`config.mk`:
```
export PLATFORM = sky130hd
export DESIGN_NAME = alu_word_sequencer
export DESIGN_NICKNAME = d
export VERILOG_FILES = /design/src/rtl/alu_word_sequencer.sv
export SDC_FILE = /design/constraint.sdc
export NUM_CORES = 1
export LEC_CHECK = 0
export ABC_AREA = 1
export CAP_MARGIN = 30
export CORE_ASPECT_RATIO = 0.9
export CORE_MARGIN = 1
export CORE_UTILIZATION = 44
export DETAILED_ROUTE_END_ITERATION = 8
export PLACE_DENSITY = 0.8
export SLEW_MARGIN = 5
export SYNTH_ARGS = -nofsm -noshare
export SYNTH_HDL_FRONTEND = slang
export SYNTH_SLANG_ARGS = --single-unit
```
`constraint.sdc`:
```
create_clock -name clk -period 1.57 [get_ports clk]
set_input_delay 0.314 -clock clk [delete_from_list [all_inputs] [get_ports clk]]
set_output_delay 0.314 -clock clk [all_outputs]
set_load 0.01 [all_outputs]
```
`src/rtl/alu_word_sequencer.sv`:
```
// Multi-cycle wide-operand sequencer in front of a W-bit combinational ALU.
// Define ALU_WORD_SEQ_ERR_EN to reject opcodes 1000-1111 with rsp_err instead of running them.
module alu_word_sequencer #(
    parameter int W      = 32,
    parameter int NWORDS = 2
) (
    input  logic                  clk,
    input  logic                  rst,
    input  logic                  req_valid,
    output logic                  req_ready,
    input  logic [3:0]            req_op,
    input  logic [W*NWORDS-1:0]   req_a,
    input  logic [W*NWORDS-1:0]   req_b,
    input  logic                  req_cin,
    output logic [W-1:0]          alu_A,
    output logic [W-1:0]          alu_B,
    output logic [3:0]            alu_sel,
    output logic                  alu_Cin,
    input  logic [W-1:0]          alu_Y,
    input  logic                  alu_Cout,
    input  logic                  alu_Negative,
    input  logic                  alu_Zero,
    input  logic                  alu_Overflow,
    output logic                  rsp_valid,
    input  logic                  rsp_ready,
    output logic [W*NWORDS-1:0]   rsp_y,
    output logic                  rsp_cout,
    output logic                  rsp_neg,
    output logic                  rsp_zero,
    output logic                  rsp_ovf
`ifdef ALU_WORD_SEQ_ERR_EN
    ,
    output logic                  rsp_err
`endif
);

    localparam int WN   = W * NWORDS;
    localparam int IDXW = (NWORDS > 1) ? $clog2(NWORDS) : 1;
    localparam logic [IDXW-1:0] LAST_IDX = IDXW'(NWORDS - 1);

    localparam logic [3:0] OP_ADD = 4'b0110;
    localparam logic [3:0] OP_SUB = 4'b0111;

    typedef enum logic [1:0] {
        IDLE = 2'd0,
        RUN  = 2'd1,
        DONE = 2'd2
    } state_t;

    state_t            state;
    state_t            state_next;
    logic [IDXW-1:0]   idx;
    logic [WN-1:0]     a_q;
    logic [WN-1:0]     b_q;
    logic [3:0]        op_q;
    logic              carry;
    logic              zacc;
    logic [WN-1:0]     y_q;
    logic              req_arith;
    logic              req_illegal;
    logic              accept;

    assign req_arith = (req_op == OP_ADD) || (req_op == OP_SUB);

`ifdef ALU_WORD_SEQ_ERR_EN
    assign req_illegal = req_op[3];
`else
    assign req_illegal = 1'b0;
`endif

    assign accept    = (state == IDLE) && req_valid;
    assign rsp_valid = (state == DONE);
    assign rsp_y     = y_q;

    always_comb begin
        state_next = state;
        req_ready  = 1'b0;
        alu_A      = '0;
        alu_B      = '0;
        alu_sel    = 4'b0000;
        alu_Cin    = 1'b0;
        case (state)
            IDLE: begin
                req_ready = 1'b1;
                if (req_valid) begin
                    state_next = req_illegal ? DONE : RUN;
                end
            end
            RUN: begin
                alu_A   = a_q[idx*W +: W];
                alu_B   = b_q[idx*W +: W];
                alu_sel = op_q;
                alu_Cin = ((op_q == OP_ADD) || (op_q == OP_SUB)) ? carry : 1'b0;
                if (idx == LAST_IDX) begin
                    state_next = DONE;
                end
            end
            DONE: begin
                if (rsp_ready) begin
                    state_next = IDLE;
                end
            end
            default: state_next = IDLE;
        endcase
        // Nothing may be accepted while reset is being applied.
        if (rst) begin
            req_ready = 1'b0;
        end
    end

    always_ff @(posedge clk) begin
        if (rst) begin
            state    <= IDLE;
            idx      <= '0;
            a_q      <= '0;
            b_q      <= '0;
            op_q     <= 4'b0000;
            carry    <= 1'b0;
            zacc     <= 1'b0;
            y_q      <= '0;
            rsp_cout <= 1'b0;
            rsp_neg  <= 1'b0;
            rsp_zero <= 1'b0;
            rsp_ovf  <= 1'b0;
`ifdef ALU_WORD_SEQ_ERR_EN
            rsp_err  <= 1'b0;
`endif
        end else begin
            state <= state_next;
            if (accept) begin
                a_q   <= req_a;
                b_q   <= req_b;
                op_q  <= req_op;
                carry <= req_arith ? req_cin : 1'b0;
                zacc  <= 1'b1;
                idx   <= '0;
`ifdef ALU_WORD_SEQ_ERR_EN
                rsp_err <= req_illegal;
                if (req_illegal) begin
                    y_q      <= '0;
                    rsp_cout <= 1'b0;
                    rsp_neg  <= 1'b0;
                    rsp_zero <= 1'b0;
                    rsp_ovf  <= 1'b0;
                end
`endif
            end
            // One word per cycle, carry and zero accumulate into the next pass.
            if (state == RUN) begin
                y_q[idx*W +: W] <= alu_Y;
                carry           <= alu_Cout;
                zacc            <= zacc & alu_Zero;
                if (idx == LAST_IDX) begin
                    rsp_cout <= alu_Cout;
                    rsp_neg  <= alu_Negative;
                    rsp_ovf  <= alu_Overflow;
                    rsp_zero <= zacc & alu_Zero;
                end else begin
                    idx <= idx + 1'b1;
                end
            end
        end
    end

endmodule

```
* Word-level counts from Yosys, hierarchy flattened *
Index checks and enable logic that the tools add are counted.
Widths: inputs -> output; s select.

cells by class
  add/subtract/negate cells = 2
  equality and inequality tests = 9
  shift-type cells = 4
  muxes and demuxes = 20
  bitwise logic cells = 1
  reduce and logical (&&, ||, !) cells = 7

operators with widths
  operator                  count
  $shiftx 64x7->32          2
  $bwmux 64                 1
  $mux 32                   2
  $shift 32x34->64 const A  1
  $shiftx 32x34->64         1
  $neg 6->34                1
  $eq 4x3->1 const B        4
  $mux 1                    12
  $mux 2                    3
  $pmux 2 s3                1
  $mux 4                    1
  $ne 2x2->1 const B        2
  $reduce_and 3->1          1
  $eq 2x1->1 const B        1
  $eq 2x2->1 const B        1
  $logic_not 2->1           1
  $logic_or 1x1->1          2
  $ne 2x1->1 const B        1
  $reduce_and 2->1          1
  $reduce_bool 2->1         1
  $add 1x1->1 const B       1
  $and 1x1->1               1
  $logic_and 1x1->1         1

storage, ports and cells
  bits in registers = 205
  bits of input ports = 173
  word-level logic and storage cells = 55

* Depth between registers and ports, before layout *
Gate-level depths: netlist of run 1.

  depth after elaboration = 5
  depth in mapped cells = 7

* Least setup slack after synthesis of run 1 *
Ideal clock, no wire load.

  path kind = reg-to-output
  start point = reg idx
  end point = out alu_A[22]
  data arrival time = 1038 ps
  data required time = 1256 ps
  path slack = 218 ps
  cell stages (with the launch flop) = 6
  path buffers = 2
  cells stage by stage = dfxtp_1 > inv_2 > buf_2 > buf_2 > nand2_1 > a21oi_1

on the way
  longest elaborated chain between the ends = 2

RTL lines
  element                   line  text
  start: declaration        52    logic [IDXW-1:0] idx;
  start signal: assignment  159   idx <= idx + 1'b1;
  $shiftx 64x7->32          90    alu_A = a_q[idx*W +: W];
  $mux 32                   82    case (state)
  end: declaration          15    output logic [W-1:0] alu_A,

Every way passes these cells.

* Worst setup path in the final report of run 1 *
  start point = reg idx
  end point = out alu_A[5]

Same word-level chain as after synthesis.

==> run_results.csv, run 1 <==
group,metric,value,unit
grt,grtUsageTotal,28.2,%
placed_design,place.gp.congestion,0.935,
sta,slew_violations,0,
worst_setup_path,cp-end-kind,"output port",
floorplan,rows,47,
synthesis,synth_common_cells,"nor2_1 (257), dfxtp_1 (205), nand2_1 (203)",
cts,clk_latency,0.50,ns
worst_setup_path,cp_max_fo,19,
route,vias,8854,
floorplan,fp.dieArea,0.0193,mm^2
pwr,p_leak,5.24,nW
sta,skew,0.0110,ns
cts,ctsRootBufferMaster,"clkbuf_16",
sta,fin_ws,-0.360,ns
finish,nNetsFinal,1595,
placed_design,pre_cts_slack,-0.333,ns
synthesis,post-synth-top-count-cell,"nor2_1",
synthesis,synth_seq_area_share,49.6,%
route,routed_wl,28.7,mm
route,avgViaCountPerCell,5.26,
pwr,p_clk_share,39.1,%
run_status,violations,"setup timing",
worst_setup_path,path_class,"reg -> out",
sta,layout_min_cycle_time,1.93,ns
grt,grt_pass1_vias,8432,
grt,grt_pass1_wl,43.7,mm
synthesis,avgSynthCellArea,7.34,um^2
synthesis,synth_top_area_share,49.6,%
route,wl_per_cell,17.0,um
synthesis,synth-seq-cells,205,
floorplan,initial_core_util,44.9,%
finish,final_cells,1684,
pwr,switchingPower,3.72,mW
synthesis,syn_area,0.00827,mm^2
worst_setup_path,crit_required,1.26,ns
sta,rsz0062_at_grt,"true",
worst_setup_path,ff2ff_setup_slack,-0.21,ns
worst_setup_path,arrival,1.62,ns
pwr,p_seq_share,41.9,%
synthesis,ys_top_cells_by_area,"dfxtp_1 (50%), nor2_1 (12%), nand2_1 (9.2%)",
finish,area_delta_synth_final,53.1,%
worst_hold_path,min_path_type,"in -> reg",
pwr,p_comb_share,19.0,%
grt,grt_overflow,0,
synthesis,synth.largest_area_cell,"dfxtp_1",
route,first_pass_iters,4,
route,ant_nets,0,
flow_run,maxCapViolCount,0,
cts,numCtsBuffers,22,
sta,worstMarginPinSlew,0.736,ns
sta,timing.final.crit_share,123,%
sta,setup_viol,142,
sta,max-slew-margin-rel,50.9,%
grt,grt_max_degree,72,
pwr,ir_drop,0.811,mV
synthesis,ys_types,20,
cts,cts_sinks,205,
pwr,intPower,10.2,mW
worst_setup_path,start_kind,"flop",
finish,drive_gt1_share,18.2,%
synthesis,synth_top_flop_cell,"dfxtp_1",
route,drtIter0Drc,606,
synthesis,synth_edf_count,0,
run_status,status,"finished with violations",
floorplan,ios,312,
cts,cts_tree,"done",
placed_design,dp_hpwl,18.5,mm
floorplan,coreArea,0.0184,mm^2
synthesis,yosysWarnings,0,
pwr,switching_share,26.7,%
finish,nFillCells,1568,
cts,clk_pin_slew,0.06,ns
cts,cts_max_level,1,
route,drc,0,
placed_design,dp.cells,1632,
sta,fmax,518,MHz
floorplan,die_y,132,um
grt,antenna_found_initial,3,
cts,clock_path_buffers,3,
synthesis,synthCells,1127,
floorplan,die_w,146,um
pwr,p_per_area,1100,mW/mm^2
synthesis,synthArstFlopShare,0,%
synthesis,synthesis.nets,1300,
sta,hold_violations,0,
placed_design,port_buffers,311,
[cell usage in the layout, fill, tap and decap left out, types with 2 or more instances in the layout]
| master | count |
|---|---|
| nor2_1 | 255 |
| dfxtp_1 | 202 |
| nand2_1 | 183 |
| clkdlybuf4s50_1 | 171 |
| o21ai_0 | 106 |
| a21oi_1 | 83 |
| nand3_1 | 69 |
| dlygate4sd2_1 | 68 |
| buf_2 | 62 |
| a21oi_2 | 50 |
| o21ai_1 | 28 |
| clkbuf_16 | 26 |
| buf_4 | 20 |
| nand2_2 | 18 |
| buf_6 | 17 |
| buf_12 | 17 |
| nor2_2 | 10 |
| inv_1 | 7 |
| clkinv_2 | 7 |
| a21oi_4 | 6 |
| clkbuf_8 | 5 |
| inv_4 | 4 |
| nand2_4 | 3 |
| bufinv_16 | 3 |
| diode_2 | 2 |
| nor2_4 | 2 |
| clkbuf_1 | 2 |
| buf_16 | 2 |
| dfxtp_4 | 2 |
[flip-flops by register name, indices dropped and copies added, names as in the netlist]
signal / cells
a_q: 64
b_q: 64
rsp_y: 64
op_q: 4
state: 2
carry: 1
idx: 1
rsp_cout: 1
rsp_neg: 1
rsp_ovf: 1
rsp_zero: 1
zacc: 1
[repair_timing]
item	4_1_cts	5_1_grt
hold buffers	0	0
endpoints found under the setup margin	215	172
gates cloned	4	3
pin swaps	4	2
buffers inserted	3	2
resized for setup	410	73
[cell families (layout without fill, tap and decap cells)]
kind of cell,count (synthesis),after routing,synth area share [%]
other,0,2,0
and+or+nand+nor,544,544,26.5
buffers and inverters,105,415,7.34
AOI/OAI and AO/OA,273,273,16.5
DFF,205,205,49.6
[metal layers]
metal | vias up | part of all wire [%] | GRT usage [%]
met4 | 2 | 5.4 | 13.4
met2 | 430 | 46 | 46.8
met3 | 107 | 9.5 | 7.37
met1 | 4050 | 39 | 34.0
li1 | 4265 | - | -
met5 | - | 0.056 | 0
[final timing paths]
check,start,endpoint,depth (start not counted)
setup / recovery,idx$_SDFF_PP0_,alu_A[5],4
hold / removal,req_b[43],b_q[43]$_SDFFE_PP0P_,3
setup reg to reg,state[1]$_SDFFE_PP0P_,rsp_y[54]$_SDFFE_PP0P_,6
hold reg to reg,rsp_y[24]$_SDFFE_PP0P_,rsp_y[24]$_SDFFE_PP0P_,2
[cell type report]
class                      instances  area, um^2  share of cell area, %
antenna                            2        5.00                 0.0395
clock buffer                      30         652                   5.15
clock inverter                     9         120                  0.949
inverter                          13        72.6                  0.573
multi-input combinational        817        3900                   30.8
sequential                       205        4110                   32.5
tap                              245         307                   2.42
timing repair buffer             363        3490                   27.6
[metrics by stage]
stage,setup TNS [ns],hold slack [ns],power (mW),utilization [%],area (um^2)
final,-34.17,0.420,14.0,68.8,12700
after global routing,-46.20,0.420,14.5,68.8,12700
after CTS,-34.87,0.406,13.9,66.9,12300
after detailed placement,-32.45,0.452,8.37,63.1,11600
after global placement,-31.40,0.447,8.32,63.1,11600
after floorplan,0,0.429,7.19,-,8270
[critical path, cell delays in order, from the launching register on]
cell     delay, ns
dfxtp_4       0.46
buf_8         0.21
nand2_1       0.14
a21oi_4       0.17
buf_2         0.15
[power by group through the flow]
stage	sequential [mW]	combinational (mW)	clock, mW
global placement	5.92	2.41	0
CTS	5.83	2.49	5.55
detailed placement	5.93	2.43	0
global route	5.89	2.88	5.77
floorplan	5.92	1.27	0
finish	5.84	2.65	5.46
No activity file was read; power rests on OpenSTA's default activity.
==> inputs of run 2 (changes only) <==
==> constraint.sdc (replaced) <==
create_clock -name clk -period 1.57 [get_ports clk]
set_input_delay 0.157 -clock clk [delete_from_list [all_inputs] [get_ports clk]]
set_output_delay 0.157 -clock clk [all_outputs]
set_load 0.01 [all_outputs]
==> run 2 against run 1 <==
  * Sequential power barely moved
  * The run still ends with setup timing left
  * Largest power group unchanged
  * Largest cell class unchanged
  * First-iteration DRC count fell by 13%
  * Critical endpoint is now alu_B[28]
  * Count of clock-buffer cells in the layout fell by 2
  * Clock power fell by 4.4%
  * Hold slack got worse by 0.23 ns
  * Die area did not move
  * Cell area fell by 0.48%
==> run_results.csv, run 2 (synthesis gave the netlist of run 1 again) <==
group,metric,value,unit
run_status,status,"finished with violations",
run_status,violations,"setup timing",
finish,final_cell_mix,"nor2_1 (255), dfxtp_1 (202), clkdlybuf4s50_1 (197), nand2_1 (193), o21ai_0 (107)",
grt,grtUsageTotal,27.6,%
cts,clk_latency,0.50,ns
grt,grt_max_degree,87,
worst_setup_path,crit_required,1.41,ns
sta,whs,0.194,ns
sta,worstMarginPinSlew,0.447,ns
route,avgViaCountPerCell,5.17,
route,ant_nets,0,
worst_setup_path,cp-end-kind,"output port",
placed_design,dp_hpwl,17.8,mm
pwr,p_per_area,1080,mW/mm^2
flow_run,maxCapViolCount,0,
pwr,ir_drop,0.807,mV
sta,fmax,557,MHz
route,wl_per_cell,16.2,um
route,routed_wl,27.3,mm
finish,nNetsFinal,1595,
sta,slew_violations,0,
sta,setup_viol,89,
sta,fin_ws,-0.225,ns
sta,skew,0.0146,ns
worst_setup_path,start_kind,"flop",
finish,area_delta_synth_final,52.4,%
worst_setup_path,arrival,1.64,ns
cts,cts_tree,"done",
sta,layout_min_cycle_time,1.80,ns
cts,clock_path_buffers,3,
finish,final_common_cell,"nor2_1",
floorplan,ios,312,
worst_hold_path,min_path_type,"in -> reg",
floorplan,fp.dieArea,0.0193,mm^2
cts,ctsRootBufferMaster,"clkbuf_16",
floorplan,die_y,132,um
cts,cts_max_level,1,
floorplan,coreArea,0.0184,mm^2
cts,cts_hold_buf,0,
sta,max-slew-margin-rel,70.2,%
floorplan,initial_core_util,44.9,%
floorplan,die_w,146,um
finish,drive_gt1_share,16.9,%
grt,grt_pass1_wl,43.1,mm
grt,grt_overflow,0,
route,vias,8710,
placed_design,pre_cts_slack,-0.192,ns
route,drc,0,
cts,numCtsBuffers,22,
sta,hold_violations,0,
floorplan,rows,47,
placed_design,port_buffers,311,
pwr,p_leak,5.46,nW
grt,antenna_found_initial,5,
route,drtIter0Drc,529,
cts,clk_pin_slew,0.06,ns
worst_setup_path,cp_max_fo,8,
cts,cts_sinks,205,
placed_design,place.gp.congestion,0.883,
sta,timing.final.crit_share,114,%
grt,grt_pass1_vias,8171,
sta,rsz0062_at_grt,"true",
route,first_pass_iters,5,
worst_setup_path,path_class,"reg -> out",
==> run 2: power by group <==
part | leakage, nW | internal (mW) | switching, mW
logic | 3.41 | 1.24 | 1.35
clock network | 0.356 | 3.13 | 2.09
registers | 1.69 | 5.61 | 0.221
==> run 2: layout make-up <==
cell class | count | area, um^2
Antenna cell | 4 | 10.0
Clock buffer | 28 | 624
Clock inverter | 9 | 101
Fill cell | 1541 | 5810
Inverter | 13 | 70.1
Multi-Input combinational cell | 817 | 3800
Sequential cell | 205 | 4110
Tap cell | 245 | 307
Timing Repair Buffer | 363 | 3570
==> run 2: critical path, stage by stage, from the launching register on <==
cell,delay [ns]
dfxtp_4,0.38
clkinv_4,0.11
buf_12,0.15
buf_12,0.12
nand2_1,0.05
a21oi_2,0.17
buf_2,0.16
==> run 2: final timing paths <==
| path | startpoint | end | slack (ns) | depth (start not counted) |
|---|---|---|---|---|
| worst max register to register | state[1]$_SDFFE_PP0P_ | rsp_y[23]$_SDFFE_PP0P_ | -0.05 | 6 |
| worst max-delay path | idx$_SDFF_PP0_ | alu_B[28] | -0.23 | 6 |
| worst min-delay path | rst | rsp_y[4]$_SDFFE_PP0P_ | 0.19 | 3 |
| worst min register to register | rsp_zero$_SDFFE_PP0P_ | rsp_zero$_SDFFE_PP0P_ | 0.46 | 2 |
==> run 2: through the flow <==
stage | cells | total power, mW | setup TNS, ns | util [%] | area (um^2)
2_1_floorplan | 1127 | 7.19 | 0 | - | 8270
6_report | 1684 | 13.6 | -10.94 | 68.4 | 12600
3_5_place_dp | 1633 | 8.35 | -11.51 | 63.0 | 11600
3_3_place_gp | 1633 | 8.30 | -10.54 | 63.0 | 11600
4_1_cts | 1678 | 13.7 | -20.49 | 67.5 | 12400
5_1_grt | 1684 | 14.2 | -20.81 | 68.4 | 12600
==> run 2: what timing repair did <==
| item | CTS | global route |
|---|---|---|
| pin swaps | 1 | 2 |
| cloned | 4 | 1 |
| resized for setup | 372 | 58 |
| setup buffers | 4 | 1 |
| endpoints found under the setup margin | 153 | 173 |
==> run 2: per-layer routing <==
metal / wire length, um / vias to the layer above / global-route usage, %
met5: 12 / - / 0
met4: 1210 / 2 / 13.3
met3: 2300 / 72 / 7.02
met2: 12700 / 376 / 44.9
met1: 11000 / 3994 / 34.1
li1: - / 4266 / -
